## config.mk

```make
export PLATFORM = sky130hd
export DESIGN_NAME = tx_serializer
export DESIGN_NICKNAME = d
export VERILOG_FILES = /design/src/rtl/tx_pkg.sv /design/src/rtl/tx_baud_tick.sv /design/src/rtl/tx_serializer.sv
export SDC_FILE = /design/constraint.sdc
export NUM_CORES = 1
export LEC_CHECK = 0
export ABC_AREA = 1
export BUFFER_PORTS_ARGS = -buffer_cell sky130_fd_sc_hd__buf_2
export CORE_AREA = 5 5 90 75
export DETAILED_ROUTE_END_ITERATION = 12
export DIE_AREA = 0 0 95 80
export SLEW_MARGIN = 10
export SYNTH_ARGS = -nofsm -noshare
export SYNTH_HDL_FRONTEND = slang
export SYNTH_SLANG_ARGS = --single-unit
```

## constraint.sdc

```tcl
create_clock -name clk -period 2.05 [get_ports clk]
set_clock_uncertainty 0.05 [all_clocks]
set_input_delay 0.3075 -clock clk [delete_from_list [all_inputs] [get_ports clk]]
set_output_delay 0.3075 -clock clk [all_outputs]
set_load 0.02 [all_outputs]
```

## src/rtl/tx_pkg.sv

```systemverilog
// Shared types and helpers for the Tx serializer: FSM state encoding,
// line idle level and width/length helpers.
package tx_pkg;

  typedef enum logic [1:0] {
    IDLE,
    START,
    DATA,
    STOP
  } tx_state_t;

  localparam logic LINE_IDLE = 1'b1;

  function automatic int unsigned frame_cycles(input int unsigned data_w,
                                               input int unsigned clk_div,
                                               input int unsigned stop_bits);
    return (1 + data_w + stop_bits) * clk_div;
  endfunction

  // Width of a counter holding 0..n-1, never less than one bit
  function automatic int unsigned cnt_width(input int unsigned n);
    return (n > 1) ? $clog2(n) : 1;
  endfunction

endpackage

```

## src/rtl/tx_baud_tick.sv

```systemverilog
// Bit-period divider: counts 0..CLK_DIV-1 while enabled and flags the last
// cycle of each bit period; held cleared while disabled.
module tx_baud_tick
  import tx_pkg::*;
#(
  parameter int unsigned CLK_DIV = 4
) (
  input  logic clk,
  input  logic rst_n,
  input  logic enable,
  output logic tick,
  output logic pre_tick
);

  localparam int unsigned CW = cnt_width(CLK_DIV);
  localparam logic [CW-1:0] LAST = CW'(CLK_DIV - 1);
  localparam logic [CW-1:0] PRE  = (CLK_DIV > 1) ? CW'(CLK_DIV - 2) : '0;

  logic [CW-1:0] cnt;

  always_ff @(posedge clk or negedge rst_n) begin
    if (!rst_n) begin
      cnt <= '0;
    end else if (!enable || tick) begin
      cnt <= '0;
    end else begin
      cnt <= cnt + CW'(1);
    end
  end

  // pre_tick marks the cycle before a tick so the parent can register
  // outputs that must line up with the tick cycle itself
  always_comb begin
    tick     = enable && (cnt == LAST);
    pre_tick = enable && ((CLK_DIV == 1) || (cnt == PRE));
  end

endmodule

```

## src/rtl/tx_serializer.sv

```systemverilog
// UART-style transmitter: accepts a parallel word over valid/ready and sends
// start bit, DATA_W data bits MSB-first and STOP_BITS stop bits.
module tx_serializer
  import tx_pkg::*;
#(
  parameter int unsigned DATA_W    = 32,
  parameter int unsigned CLK_DIV   = 4,
  parameter int unsigned STOP_BITS = 1
) (
  input  logic              clk,
  input  logic              rst_n,
  input  logic [DATA_W-1:0] TxDinTmp,
  input  logic              TxValid,
  output logic              TxReady,
  output logic              TxOut,
  output logic              TxBusy,
  output logic              TxDone
);

  localparam int unsigned BIT_W = $clog2(DATA_W + 1);
  localparam logic [BIT_W-1:0] LAST_BIT = BIT_W'(DATA_W - 1);

  tx_state_t         state;
  logic [DATA_W-1:0] shreg;
  logic [DATA_W-1:0] shifted;
  logic [BIT_W-1:0]  bit_cnt;
  logic              stop_cnt;
  logic              tick;
  logic              pre_tick;
  logic              last_bit;
  logic              last_stop;
  logic              enter_last_stop;
  logic              done_next;

  tx_baud_tick #(.CLK_DIV(CLK_DIV)) u_baud (
    .clk      (clk),
    .rst_n    (rst_n),
    .enable   (state != IDLE),
    .tick     (tick),
    .pre_tick (pre_tick)
  );

  // TxDone is registered, so it is raised one cycle ahead: either inside the
  // last stop bit, or (CLK_DIV=1) on the tick that enters the last stop bit
  always_comb begin
    shifted         = shreg << 1;
    last_bit        = (bit_cnt == LAST_BIT);
    last_stop       = (stop_cnt == 1'(STOP_BITS - 1));
    enter_last_stop = ((state == DATA) && last_bit && (STOP_BITS == 1)) ||
                      ((state == STOP) && (STOP_BITS == 2) && !stop_cnt);
    done_next       = pre_tick && (tick ? enter_last_stop
                                        : ((state == STOP) && last_stop));
  end

  always_ff @(posedge clk or negedge rst_n) begin
    if (!rst_n) begin
      state    <= IDLE;
      shreg    <= '0;
      bit_cnt  <= '0;
      stop_cnt <= 1'b0;
      TxOut    <= LINE_IDLE;
      TxReady  <= 1'b1;
      TxBusy   <= 1'b0;
      TxDone   <= 1'b0;
    end else begin
      TxDone <= done_next;
      case (state)
        IDLE: begin
          if (TxValid) begin
            shreg    <= TxDinTmp;
            bit_cnt  <= '0;
            stop_cnt <= 1'b0;
            state    <= START;
            TxOut    <= 1'b0;
            TxReady  <= 1'b0;
            TxBusy   <= 1'b1;
          end
        end
        START: begin
          if (tick) begin
            state <= DATA;
            TxOut <= shreg[DATA_W-1];
          end
        end
        DATA: begin
          if (tick) begin
            bit_cnt <= bit_cnt + BIT_W'(1);
            if (last_bit) begin
              state <= STOP;
              TxOut <= LINE_IDLE;
            end else begin
              shreg <= shifted;
              TxOut <= shifted[DATA_W-1];
            end
          end
        end
        STOP: begin
          if (tick) begin
            if (last_stop) begin
              state   <= IDLE;
              TxReady <= 1'b1;
              TxBusy  <= 1'b0;
            end else begin
              stop_cnt <= 1'b1;
            end
          end
        end
        default: begin
          state    <= IDLE;
          shreg    <= '0;
          bit_cnt  <= '0;
          stop_cnt <= 1'b0;
          TxOut    <= LINE_IDLE;
          TxReady  <= 1'b1;
          TxBusy   <= 1'b0;
          TxDone   <= 1'b0;
        end
      endcase
    end
  end

endmodule

```

==> impl_results.md <==
- Drt total wl: 4.49 mm
- Die Height: approximately 80 µm
- Hold path depth: 3
- Layout overhead on the synthesized area: 15.9%
- Num ports: 39
- Setup TNS: 0 ns
- Syn_nets: 297
- Worst slew margin: 77.3%
- Worst setup SP type: flop
- Synth Area per Inst: between 9 and 10 µm²
- Clk_lat worst skew: 0.30 ns
- Worst endpoint data arrival time: approximately 1.9 ns
- WHS: about 0.21 ns
- DRC: 0
- TritonCTS clock tree: done
- Clock buffer depth: 2
- Synth area leaders: dfrtp_1, mux2i_1, o21ai_2, nand2_1, ha_1
- Vias in the first global route: between 1.5k and 2k
- Post-CTS Setup Repair Bufs: 0
- Worst Hold Path EP: shreg[0]
- Post-synth top area share: 43.9%
- Via count: 1734
- Non-Filler Instances: roughly 380
- Placed inst area: between 2000 and 3000 µm²
- Initial antenna violation count: 0
- Syn Std Cell Area: ~2500 µm²
- Final hold viol count: 0
- Critical path capture point type: flop
- Final Cycle Share: between 80% and 90%
- Critical R2R Launch: state[0]
- Initial Util: between 40% and 50%
- Register Area: between 1000 and 1500 µm²
- DP Cell Count: 367
- DR iter-0 viols: 55
- Fillers: ~600
- Crit Path Max Fanout: 28
- R2R depth: 11
- Worst Tran Pin Value: roughly 0.34 ns
- Ratio of cells with drive above 1 in the final layout: between 30% and 40%
- N_diodes: 0
- DP HPWL: around 3.3 mm
- Setup-failing EPs final: 0
- CTS H-tree depth: 2
- Die area: ~7600 µm²
- Largest net degree at the start of global routing: 47
- Critical Path RT: around 2.2 ns
- Crit path kind: flop to flop
- Multi-input gate area: approximately 1200 µm²
- Final Max Slew Viols: 0
- ANT nets after route: 0
- Max cap viols: 0
- Root buffer cell: clkbuf_8
- Hold Path Class: primary input to flop
- Final Instance Area: just under 3000 µm²
- Worst reg2reg path endpoint: shreg[1]
- Unrepaired setup endpoints after global routing: false
- Min cycle time layout: 1.79 ns
- NumNets Final: about 340
- Gpl congestion: around 0.75
- Yosys Warn Count: 0
- Drt wl/cell: 12.0 µm
- Clock transition at path regs: about 0.080 ns
- Core Util, Final: between 50% and 60%
- Synth cell types: 21
- Pwr Density: roughly 1600 nW/µm²
- Synth Register Bits: 46
- GRT overflow: 0
- Biggest area consumer among synthesized cells: dfrtp_1
- First-pass GRT wire length: 7.84 mm
- I/O Buffers: 38
- Tot GR Track Use: a little over an eighth
- Core Area: around 5800 µm²
- R2r setup slk: 0.26 ns
- Hold wc startpoint: TxDinTmp[0]
- TritonRoute pass-1 iters: 4
- VDD IR-drop max: roughly 0.0007 V
- Status: finished, final reports clean
- Row Count: 25
- Lkg Pwr: ~1.4 nW
- Cell count after synthesis: approximately 250
- Inserted Clock Buffers: 5
- Via-to-Cell Ratio: between 4 and 5
- Max Freq: 558 MHz
- Die W: 95 µm
- Seq/Total Area, Yosys: a little under half
- Num Clock Sinks: 46
## where the power goes
part | total, mW | leakage (nW) | internal (mW) | switching [mW]
Combinational | 2.34 | 0.738 | 0.962 | 1.37
Sequential | 1.53 | 0.577 | 1.32 | 0.212
Clock | 0.689 | 0.0573 | 0.390 | 0.299
Total | 4.56 | 1.37 | 2.67 | 1.89
## per-stage QoR
| step | setup slack [ns] | total power [mW] |
|---|---|---|
| finish | 0.257 | 4.56 |
| global route | 0.0906 | 4.98 |
| CTS | 0.143 | 4.63 |
| detailed placement | 0.156 | 3.92 |
| global placement | 0.225 | 3.88 |
| floorplan | 0.403 | 3.55 |
## worst max-delay path, cell delays in order, from the launching register on
cell     delay [ns]
dfrtp_1        0.40
inv_1          0.10
ha_2           0.27
inv_6          0.08
nand2_4        0.06
nand2_4        0.07
nand2_4        0.06
nor2_4         0.14
nand2_4        0.13
buf_12         0.19
nand2_1        0.09
o21ai_2        0.05
## per-layer routing
layer  vias up  global-route usage [%]  wire [µm]
met5         -                       0          0
met2        26                    19.9       1960
met3         8                    4.71        261
li1        918                       -          -
met1       782                    17.2       2200
met4         0                    4.76         68
## layout by cell type (no fill, tap or decap), drive strengths merged
cell type,count
clkbuf,6
nor2,15
or2,2
nor3,3
dfrtp,44
o21ai,41
bufinv,1
dlygate4sd3,1
nand3,10
mux2i,30
ha,8
inv,17
nand4,4
buf,44
nand2,65
a21boi,1
dfstp,2
## final cells by class
type,instances,share of cell area (%)
Clock inverter,1,1.03
Inverter,17,2.37
Tap cell,81,3.49
Sequential cell,46,39.7
Timing Repair Buffer,45,9.73
Clock buffer,6,2.84
Multi-Input combinational cell,179,40.8
## how the worst max path moves through the flow
stage / from / end / depth (start not counted)
after floorplan: state[0] / shreg[4] / 12
after global placement: state[0] / shreg[14] / 11
after detailed placement: state[0] / shreg[1] / 11
after CTS: state[0] / shreg[13] / 11
after global routing: state[0] / shreg[16] / 11
final: state[0] / shreg[1] / 11
## flip-flops by register name (all words and copies together), names as in the netlist
signal and cells:
shreg 32, bit_cnt 6, state 2, u_baud.cnt 2, TxBusy 1, TxDone 1, TxOut 1, TxReady 1
## synthesized netlist by cell type
| cell | n |
|---|---|
| a21boi_0 | 1 |
| buf_2 | 5 |
| buf_6 | 7 |
| dfrtp_1 | 44 |
| dfstp_2 | 2 |
| ha_1 | 8 |
| inv_1 | 16 |
| inv_6 | 1 |
| mux2i_1 | 30 |
| nand2_1 | 61 |
| nand2_4 | 4 |
| nand3_1 | 9 |
| nand3_2 | 1 |
| nand4_1 | 4 |
| nor2_1 | 13 |
| nor2_2 | 1 |
| nor2_4 | 1 |
| nor3_1 | 3 |
| o21ai_0 | 9 |
| o21ai_2 | 32 |
| or2_2 | 2 |
## cells by family after synthesis
family | after synthesis | synth area share (%)
simple gates | 99 | 17.9
compound gates | 42 | 13.3
mux | 30 | 12.0
buf+inv | 29 | 6.89
fa+ha+maj | 8 | 3.99
flops | 46 | 46.0
## repair_timing
item                                    in CTS  in global routing
gates resized for setup                      0                  1
hold buffers                                 1                  0
endpoints found under the setup margin       0                  3
hold endpoints to repair                    44                  0
(Power assumes the default switching activity.)
